===== src/rtl/sampler_pkg.sv =====
// Shared constants, stream-word field positions and readout FSM states.
// Latency: n/a (declarations only).
// Backpressure: n/a.
package sampler_pkg;

    localparam int IDX_W    = 10;
    localparam int DATA_W   = 14;
    localparam int WORD_W   = 16;
    localparam int CH_BIT   = 15;
    localparam int LAST_BIT = 14;

    typedef enum logic [2:0] {
        ST_IDLE,
        ST_ADDR,
        ST_WAIT,
        ST_SEND_A,
        ST_SEND_B,
        ST_FINISH,
        ST_REARM
    } rd_state_t;

endpackage


===== src/rtl/readout_word_pack.sv =====
// Packs {channel, last, sample} into one tagged 16-bit stream word.
// Latency: combinational, zero cycles.
// Backpressure: none; pure function of its inputs.
module readout_word_pack
    import sampler_pkg::*;
#(
    parameter int SAMPLE_W = sampler_pkg::DATA_W
) (
    input  logic                ch,
    input  logic                last,
    input  logic [SAMPLE_W-1:0] sample,
    output logic [WORD_W-1:0]   word
);

    // Place each field at its fixed bit position; unused bits stay zero.
    always_comb begin
        word                 = '0;
        word[SAMPLE_W-1:0]   = sample;
        word[LAST_BIT]       = last;
        word[CH_BIT]         = ch;
    end

endmodule


===== src/rtl/two_ch_readout.sv =====
// Drains both sampler buffers as interleaved tagged words, then rearms the samplers.
// Latency: RD_LAT+1 cycles from address to first word; at most 2 words per RD_LAT+3 cycles.
// Backpressure: a presented word is held unchanged until out_ready accepts it.
module two_ch_readout #(
    parameter int IDX_W  = sampler_pkg::IDX_W,
    parameter int DATA_W = sampler_pkg::DATA_W,
    parameter int RD_LAT = 1
) (
    input  logic              clk,
    input  logic              reset,
    input  logic              enable,
    input  logic [IDX_W-1:0]  sample_target_A,
    input  logic [IDX_W-1:0]  sample_target_B,
    input  logic              done_A,
    input  logic              done_B,
    input  logic [DATA_W-1:0] data_out_A,
    input  logic [DATA_W-1:0] data_out_B,
    output logic [IDX_W-1:0]  read_index,
    output logic [15:0]       out_data,
    output logic              out_valid,
    input  logic              out_ready,
    output logic              busy,
    output logic              frame_done,
    output logic              rearm
);
    import sampler_pkg::*;

    rd_state_t          state, state_nxt;
    logic [IDX_W-1:0]   tgt_a, tgt_b, n_max, idx;
    logic [1:0]         lat_cnt;
    logic [DATA_W-1:0]  held_a, held_b;
    logic               rearm_sent;

    logic [IDX_W-1:0]   n_in;
    logic               start, has_a, has_b, is_final, advance_b;
    logic               word_ch, word_last;
    logic [DATA_W-1:0]  word_sample;
    logic [15:0]        packed_word;

    // Frame-level decode: start condition, per-channel presence, final-index test.
    always_comb begin
        n_in      = (sample_target_A > sample_target_B) ? sample_target_A : sample_target_B;
        start     = enable && done_A && done_B;
        has_a     = idx < tgt_a;
        has_b     = idx < tgt_b;
        // idx only ranges 0..n_max-1, so "idx+1 < n" is the same as "not the last index".
        is_final  = (idx == n_max - 1'b1);
        advance_b = !has_b || out_ready;
    end

    // State register.
    always_ff @(posedge clk) begin
        if (reset) begin
            state <= ST_IDLE;
        end else begin
            state <= state_nxt;
        end
    end

    // Next-state logic; word states advance only on a transfer or when the channel has no sample.
    always_comb begin
        state_nxt = state;
        unique case (state)
            ST_IDLE:   if (start) state_nxt = (n_in == '0) ? ST_FINISH : ST_ADDR;
            ST_ADDR:   state_nxt = ST_WAIT;
            ST_WAIT:   if (lat_cnt == 2'd1) state_nxt = ST_SEND_A;
            ST_SEND_A: if (!has_a || out_ready) state_nxt = ST_SEND_B;
            ST_SEND_B: if (advance_b) state_nxt = is_final ? ST_FINISH : ST_ADDR;
            ST_FINISH: state_nxt = ST_REARM;
            ST_REARM:  if (!done_A && !done_B) state_nxt = ST_IDLE;
            default:   state_nxt = ST_IDLE;
        endcase
    end

    // Frame datapath. read_index is loaded together with idx so it is already
    // presented during ADDR; the latency count therefore starts at ADDR.
    always_ff @(posedge clk) begin
        if (reset) begin
            tgt_a      <= '0;
            tgt_b      <= '0;
            n_max      <= '0;
            idx        <= '0;
            read_index <= '0;
            lat_cnt    <= '0;
            held_a     <= '0;
            held_b     <= '0;
            rearm_sent <= 1'b0;
        end else begin
            rearm_sent <= (state == ST_REARM);
            unique case (state)
                ST_IDLE: begin
                    if (start) begin
                        tgt_a      <= sample_target_A;
                        tgt_b      <= sample_target_B;
                        n_max      <= n_in;
                        idx        <= '0;
                        read_index <= '0;
                    end
                end
                ST_ADDR: lat_cnt <= 2'(RD_LAT);
                ST_WAIT: begin
                    if (lat_cnt == 2'd1) begin
                        held_a <= data_out_A;
                        held_b <= data_out_B;
                    end else begin
                        lat_cnt <= lat_cnt - 2'd1;
                    end
                end
                ST_SEND_B: begin
                    if (advance_b && !is_final) begin
                        idx        <= idx + 1'b1;
                        read_index <= idx + 1'b1;
                    end
                end
                default: ;
            endcase
        end
    end

    // Word selection: the final word of the frame is B if B has a sample at the last index, else A.
    always_comb begin
        word_ch     = (state == ST_SEND_B);
        word_sample = word_ch ? held_b : held_a;
        word_last   = is_final && (word_ch ? has_b : !has_b);
    end

    readout_word_pack #(.SAMPLE_W(DATA_W)) u_pack (
        .ch     (word_ch),
        .last   (word_last),
        .sample (word_sample),
        .word   (packed_word)
    );

    // Outputs decoded from state; out_data is zero whenever no word is offered.
    always_comb begin
        out_valid  = ((state == ST_SEND_A) && has_a) || ((state == ST_SEND_B) && has_b);
        out_data   = out_valid ? packed_word : 16'h0000;
        busy       = (state != ST_IDLE);
        frame_done = (state == ST_FINISH);
        rearm      = (state == ST_REARM) && !rearm_sent;
    end

endmodule


===== config.mk =====
export PLATFORM = sky130hd
export DESIGN_NAME = two_ch_readout
export DESIGN_NICKNAME = d
export VERILOG_FILES = /design/src/rtl/sampler_pkg.sv /design/src/rtl/readout_word_pack.sv /design/src/rtl/two_ch_readout.sv
export SDC_FILE = /design/constraint.sdc
export NUM_CORES = 1
export LEC_CHECK = 0
export BUFFER_PORTS_ARGS = -buffer_cell sky130_fd_sc_hd__buf_4
export CORE_MARGIN = 4
export CORE_UTILIZATION = 50
export CTS_CLUSTER_DIAMETER = 200
export DETAILED_ROUTE_END_ITERATION = 10
export GPL_ROUTABILITY_DRIVEN = 0
export GPL_TIMING_DRIVEN = 0
export PLACE_DENSITY = 0.73
export SYNTH_ARGS = -nofsm -noshare
export SYNTH_HDL_FRONTEND = slang
export SYNTH_SLANG_ARGS = --single-unit
export TNS_END_PERCENT = 50

===== constraint.sdc =====
create_clock -name clk -period 3.1 [get_ports clk]
set_clock_uncertainty 0.1 [all_clocks]
set_input_delay 0.155 -clock clk [delete_from_list [all_inputs] [get_ports clk]]
set_output_delay 0.155 -clock clk [all_outputs]
set_load 0.01 [all_outputs]

==> metrics.md, run 1 <==
| Metric | Value |
|---|---|
| Outcome | `finished clean` |
| CTS tree | `done` |
| Worst slack at placement | `-0.0330 ns` |
| Largest net degree at the start of global routing | `15` |
| Fin crit period | `3.02 ns` |
| Slew Limit Fails | `0` |
| Worst path slowest cell | `dfxtp_2` |
| Warning count from the yosys run | `0` |
| Number of flops mapped to enable cells by yosys | `0` |
| Initial antenna violation count | `1` |
| Die width | `101 um` |
| Vias in the first global route | `4413` |
| Synth cell types | `57` |
| Post-detailed-route count of antenna-violating nets | `0` |
| Hold Path Class | `primary input to flip-flop` |
| Via density | `5.54` |
| Inserted Clock Buffers | `9` |
| Met2 global-route usage | `0.417` |
| Most frequent cell after synthesis | `nand2_1` |
| Setup crit start kind | `flip-flop` |
| Met1 Resource Use GR | `0.331` |
| All-layer global routing usage | `0.256` |
| First-pass iteration count of the detailed router | `5` |
| Slowest cell delay on critical path | `0.45 ns` |
| Die area | `10300 um^2` |
| Max VDD drop | `0.000229 V` |
| Final hold slack | `0.00643 ns` |
| FF+latch count, synth | `74` |
| Register area | `1490 um^2` |
| CP Data Required Time | `2.84 ns` |
| Worst-margin pin slew | `1.25 ns` |
| Std-Cell Rows | `33` |
| CORE AREA | `8340 um^2` |
| Final hold vios | `0` |
| Global route hottest layer | `met2` |
| CTS max path bufs | `2` |
| Crit Path Max Fanout | `10` |
| Final worst-path setup slack | `0.0786 ns` |
| Top cells by count, synth | `nand2_1, a21oi_1, dfxtp_1` |
| Layout cells sized above 1 | `0.170` |
| Wire length per cell | `15.6 um` |
| Input/output buffers | `82` |
| Synth async-reset ratio | `0` |
| Hpwl dp | `9.35 mm` |
| Post-synthesis average cell area | `7.46 um^2` |
| Multi-input logic area | `2630 um^2` |
| Pwr dens | `409 nW/um^2` |
| Crit path cell chain | `ha_1 -> a211oi_1 -> nand2_1 -> o21ai_0 -> nand2b_1 -> nand2_1 -> ha_1 -> a31oi_4 -> clkbuf_2 -> a21oi_1 -> buf_4` |
| RSZ-0062 raised after global routing | `false` |
| Syn nets | `672` |
| Critical Path AT | `2.77 ns` |
| Seq/Total Area, Yosys | `0.339` |
| Routed vias | `4628` |
| First-pass GRT wire length | `20.7 mm` |
| Relative slew margins | `0.168` |
| H-Tree Depth | `3` |
| Routed WL | `13.0 mm` |
| DP Area | `5120 um^2` |
| Cell family with most CP delay | `compound AO/OA/AOI/OAI gates` |
| Crit path buffers/inverters | `2` |
| CTS Root Cell | `clkbuf_8` |
| Setup crit end kind | `primary output` |
| Final Cycle Share | `0.975` |
| Layout area overhead | `33.2%` |
| Leakage | `2.26 nW` |
| Drt initial violations | `240` |
| Setup bufs post-CTS | `0` |
| Design area | `5820 um^2` |
| Synth Instances | `586` |
| Synth area leader | `dfxtp_1` |
| Clock sink count | `74` |
| Worst skew pair latency | `0.36 ns` |
| Total congestion overflow | `0` |
| TNS Setup | `0 ns` |
| Synth area leaders | `dfxtp_1, nand2_1, a21oi_1` |
| Nets | `810` |
| Residual DRC | `0` |
| Final setup fails | `0` |
| Overall die height | `101 um` |
| MaxCap Viol Count | `0` |
| Top-area cell type share of the netlist area | `0.339` |
| FMAX | `331 MHz` |
| Num ports | `84` |
| Worst-path clk slew | `0.08 ns` |
| WS Path Type | `flip-flop to primary output` |
| Mapped cell area | `4370 um^2` |
| Ys flop type | `dfxtp_1` |
| Fill count | `667` |
| Starting Density | `0.524` |
| M3 GR Usage | `0.0482` |
## registers in the layout (all words and copies together), names as in the netlist
| signal | count |
|---|---|
| tgt_a | 10 |
| held_b | 14 |
| state | 3 |
| rearm_sent | 1 |
| held_a | 14 |
| n_max | 10 |
| tgt_b | 10 |
| lat_cnt | 2 |
| idx | 10 |
## kinds of logic after synthesis
group,Yosys count,synth area share
flops,74,0.339
compound gates,145,0.208
mux,11,0.0255
buf+inv,72,0.0639
simple gates,240,0.248
fa+ha+maj,32,0.0916
xor+xnor,12,0.0241
## report_power, final
part / switching (W) / leakage (nW) / internal (W) / total, W
combinational: 0.000304 / 1.56 / 0.000253 / 0.000557
clock: 0.000393 / 0.104 / 0.000404 / 0.000797
sequential: 0.0000354 / 0.602 / 0.000992 / 0.00103
total: 0.000732 / 2.26 / 0.00165 / 0.00238
## tightest hold or removal path, cell delays in order
cell and delay, ns:
buf_4 0.13, nand2_1 0.07, a21oi_1 0.06
## final cells by class
type | instances | share of cell area
Multi-Input combinational cell | 440 | 0.452
Sequential cell | 74 | 0.256
Timing Repair Buffer | 128 | 0.185
Inverter | 42 | 0.0273
Clock buffer | 10 | 0.0237
Tap cell | 105 | 0.0226
Buffer | 29 | 0.0204
Clock inverter | 6 | 0.0125
Antenna cell | 1 | 0.000430
## placed cells by master (no fill, tap or decap), drive strengths merged, types with 3 or more instances in the layout
cell	n
nor4	8
or4	5
clkbuf	33
dlygate4sd3	46
nand2b	4
nor3b	5
o211ai	8
a2111o	3
nor2b	4
mux2i	10
or3	6
nor2	36
o31ai	5
o21ai	17
nand3	6
nand4	6
nor3	6
nand2	142
xor2	4
buf	88
dfxtp	74
a21oi	82
ha	32
xnor2	8
inv	44
a31oi	3
a211oi	14
## path summary, 6_finish.rpt
| path | startpoint | to | slack (ns) | cells after the start |
|---|---|---|---|---|
| max reg2reg | idx[5] | idx[0] | 0.22 | 9 |
| min | sample_target_A[7] | tgt_a[7] | 0.006 | 3 |
| min reg2reg | held_b[2] | held_b[2] | 0.36 | 2 |
| max | idx[3] | out_data[13] | 0.08 | 11 |
## per-stage QoR
stage	cells	util	total power, W
finish	835	0.698	0.00238
global route	835	0.698	0.00250
CTS	835	0.696	0.00237
detailed placement	773	0.613	0.00154
global placement	773	0.613	0.00152
floorplan	586	-	0.00138
## what timing repair did
| item | 4_1_cts | 5_1_grt |
|---|---|---|
| endpoints found under the hold margin | 46 | 0 |
| hold buffers | 46 | 0 |
| resized for setup | 5 | 7 |
| endpoints found under the setup margin | 17 | 11 |
## metal layers
layer	routed length [um]	vias to the layer above	part of all wire
li1	-	2304	-
met1	5510	2112	0.42
met2	6270	183	0.48
met3	872	29	0.067
met4	334	0	0.026
met5	0	-	0
No activity file was read; power rests on OpenSTA's default activity.
==> run 2: changes to the inputs <==
ABC_AREA = 1   (was default)
==> run 2 against run 1 <==
Worst setup slack improved by 0.075 ns. Fmax increased by 2.6%. Combinational power increased by 48%. Sequential share of layout area increased by 1.4 points. Non-clock buffer count decreased by 24. Sequential cell count unchanged. Sequential power increased by 9.7%. Highest routed layer unchanged. Via count decreased by 3.8%. Clock power decreased by 5.3%.
==> metrics.md, run 2 <==
| Metric | Value |
|---|---|
| ANT cells | `0 (was 1)` |
| Residual DRC | `0 (unchanged)` |
| CTS max path bufs | `2 (unchanged)` |
| Final cell count without fillers | `850 (was 835)` |
| MaxCap Viol Count | `0 (unchanged)` |
| CTS Root Cell | `clkbuf_8 (unchanged)` |
| Final setup fails | `0 (unchanged)` |
| CP Data Required Time | `2.84 ns (about the same)` |
| Top-area cell type share of the netlist area | `0.350 (was 0.339)` |
| WS Path Type | `flip-flop to primary output (unchanged)` |
| Setup bufs post-CTS | `0 (unchanged)` |
| Synth area leader | `dfxtp_1 (unchanged)` |
| Largest net degree at the start of global routing | `14 (was 15)` |
| Setup crit start kind | `flip-flop (unchanged)` |
| Routed vias | `4453 (was 4628)` |
| Worst skew pair latency | `0.36 ns (about the same)` |
| FF+latch count, synth | `74 (unchanged)` |
| Relative slew margins | `0.660 (was 0.168)` |
| Crit path cell chain | `ha_1 -> nand2_1 -> o21ai_0 -> nand2_1 -> and3_1 -> ha_1 -> nor2_4 -> clkbuf_4 -> a21oi_1 -> buf_4 (was ha_1 -> a211oi_1 -> nand2_1 -> o21ai_0 -> nand2b_1 -> nand2_1 -> ha_1 -> a31oi_4 -> clkbuf_2 -> a21oi_1 -> buf_4)` |
| H-Tree Depth | `3 (unchanged)` |
| Top flop regs | `held_a x14, held_b x14 (unchanged)` |
| Synth area leaders | `dfxtp_1, nand2_1, ha_1 (was dfxtp_1, nand2_1, a21oi_1)` |
| Total Power | `0.00272 W (was 0.00238 W)` |
| Final worst-path setup slack | `0.154 ns (was 0.0786 ns)` |
| Post-detailed-route count of antenna-violating nets | `0 (unchanged)` |
| Hpwl dp | `8.92 mm (was 9.35 mm)` |
| Starting Density | `0.515 (was 0.524)` |
| Setup crit end kind | `primary output (unchanged)` |
| Final hold vios | `0 (unchanged)` |
| Overall die height | `100 um (was 101 um)` |
| Seq/Total Area, Yosys | `0.350 (was 0.339)` |
| Input/output buffers | `82 (unchanged)` |
| Crit path buffers/inverters | `2 (unchanged)` |
| CORE AREA | `8220 um^2 (was 8340 um^2)` |
| M3 GR Usage | `0.0591 (was 0.0482)` |
| First-pass GRT wire length | `19.6 mm (was 20.7 mm)` |
| Fin crit period | `2.95 ns (was 3.02 ns)` |
| Worst slack at placement | `0.190 ns (was -0.0330 ns)` |
| Vias in the first global route | `4314 (was 4413)` |
| Slowest cell delay on critical path | `0.41 ns (was 0.45 ns)` |
| Outcome | `finished clean (unchanged)` |
| Inserted Clock Buffers | `9 (unchanged)` |
| Die area | `10000 um^2 (was 10300 um^2)` |
| TNS Setup | `0 ns (unchanged)` |
| Die width | `100 um (was 101 um)` |
| Total congestion overflow | `0 (unchanged)` |
| Cell family with most CP delay | `simple AND/OR/NAND/NOR gates (was compound AO/OA/AOI/OAI gates)` |
| Met1 Resource Use GR | `0.304 (was 0.331)` |
| Synth cell types | `35 (was 57)` |
| Nets | `826 (was 810)` |
| Final Cycle Share | `0.950 (was 0.975)` |
| Most common cell after layout, fill and taps aside | `nand2_1 (unchanged)` |
| Synth Instances | `616 (was 586)` |
| Synth async-reset ratio | `0 (unchanged)` |
| Crit Path Max Fanout | `10 (unchanged)` |
| Hold Path Class | `primary input to flip-flop (unchanged)` |
| Num ports | `84 (unchanged)` |
| Fill count | `743 (was 667)` |
| Layout cells sized above 1 | `0.188 (was 0.170)` |
| Pwr dens | `494 nW/um^2 (was 409 nW/um^2)` |
| FMAX | `339 MHz (was 331 MHz)` |
| Worst-path clk slew | `0.08 ns (about the same)` |
| Slew Limit Fails | `0 (unchanged)` |
| Worst-margin pin slew | `0.510 ns (was 1.25 ns)` |
| Initial antenna violation count | `0 (was 1)` |
| Drt initial violations | `223 (was 240)` |
| All-layer global routing usage | `0.247 (was 0.256)` |
| Worst path slowest cell | `dfxtp_1 (was dfxtp_2)` |
| Syn nets | `702 (was 672)` |
| Post-synthesis average cell area | `6.87 um^2 (was 7.46 um^2)` |
| Number of flops mapped to enable cells by yosys | `0 (unchanged)` |
| First-pass iteration count of the detailed router | `5 (unchanged)` |
| Top cells by count, synth | `nand2_1, nor2_1, dfxtp_1 (was nand2_1, a21oi_1, dfxtp_1)` |
| Critical Path AT | `2.69 ns (was 2.77 ns)` |
| Wire length per cell | `14.2 um (was 15.6 um)` |
| Max VDD drop | `0.000331 V (was 0.000229 V)` |
| Post-Place Cells | `803 (was 773)` |
| Leakage | `2.58 nW (was 2.26 nW)` |
| Mapped cell area | `4230 um^2 (was 4370 um^2)` |
| Commonest non-fill, non-tap cells in the layout | `nand2_1, nor2_1, buf_4, dfxtp_1, inv_1 (was nand2_1, buf_4, a21oi_1, dfxtp_1, dlygate4sd3_1)` |
| Met2 global-route usage | `0.423 (was 0.417)` |
| Final hold slack | `0.000647 ns (was 0.00643 ns)` |
| Layout area overhead | `29.8% (was 33.2%)` |
| Ys flop type | `dfxtp_1 (unchanged)` |
| Via density | `5.24 (was 5.54)` |
| Global route hottest layer | `met2 (unchanged)` |
| Clock sink count | `74 (unchanged)` |
| Warning count from the yosys run | `0 (unchanged)` |
| Most frequent cell after synthesis | `nand2_1 (unchanged)` |
| RSZ-0062 raised after global routing | `false (unchanged)` |
| Routed WL | `12.0 mm (was 13.0 mm)` |
| CTS tree | `done (unchanged)` |
| Std-Cell Rows | `33 (unchanged)` |
-- run 2: cell types whose count changed in the layout (fill, tap and decap cells not counted), moves of 9 or more --
cell           previous run  this run
a21oi_1                  82        34
dlygate4sd3_1            46        31
mux2i_1                  10         0
nor2_1                   36       100
o21ai_0                  13        40
nand2_1                 141       116
nand3_1                   6        28
inv_2                     0        11
a211oi_1                 12         3
inv_1                    41        72
o22ai_1                   1        23
-- run 2: power breakdown --
part / internal [W] / switching, W
combinational: 0.000330 / 0.000498
clock: 0.000373 / 0.000382
sequential: 0.00106 / 0.0000739
-- run 2: path summary, 6_finish.rpt --
kind                      startpoint            to  slack [ns]  cells after the start
setup / recovery              idx[5]  out_data[13]        0.15                     10
hold / removal    sample_target_B[6]      tgt_b[6]      0.0006                      3
setup reg to reg            n_max[0]        idx[8]        0.78                     16
hold reg to reg             tgt_a[0]      tgt_a[0]        0.37                      2
-- run 2: through the flow --
| step | util | instance area, um^2 |
|---|---|---|
| final | 0.669 | 5490 |
| after CTS | 0.668 | 5490 |
| after global routing | 0.669 | 5490 |
| after detailed placement | 0.606 | 4980 |
| after floorplan | - | 4230 |
| after global placement | 0.606 | 4980 |
-- run 2: timing repair --
item | 4_1_cts | 5_1_grt
hold buffers | 31 | 0
endpoints found under the hold margin | 31 | 0
gates resized for setup | 2 | 3
endpoints found under the setup margin | 10 | 10
-- run 2: logic make-up (layout without fill, tap and decap cells) --
kind of cell             after synthesis  count (layout)  synth area share
AND/OR/NAND/NOR                      279             279             0.283
buffers and inverters                104             233            0.0970
flip-flops                            74              74             0.350
XOR/XNOR                              11              11            0.0228
AO/OA/AOI/OAI                        116             116             0.153
adder cells (fa/ha/maj)               32              32            0.0946
-- run 2: worst min-delay path, stage by stage --
cell and delay, ns:
buf_4 0.11, inv_1 0.06, o22ai_1 0.08
-- run 2: final cells by class --
| class | instances | area [um^2] | share of cell area |
|---|---|---|---|
| clock inverter | 6 | 66.3 | 0.0121 |
| multi-input combinational | 438 | 2350 | 0.427 |
| inverter | 84 | 315 | 0.0574 |
| timing repair buffer | 113 | 926 | 0.169 |
| clock buffer | 10 | 128 | 0.0232 |
| sequential | 74 | 1480 | 0.270 |
| tap | 105 | 131 | 0.0239 |
| buffer | 20 | 98.8 | 0.0180 |
-- run 2: layer usage --
metal | wire length (um) | part of all wire
met4 | 292 | 0.024
met1 | 5010 | 0.42
met3 | 898 | 0.075
met2 | 5830 | 0.48
met5 | 0 | 0
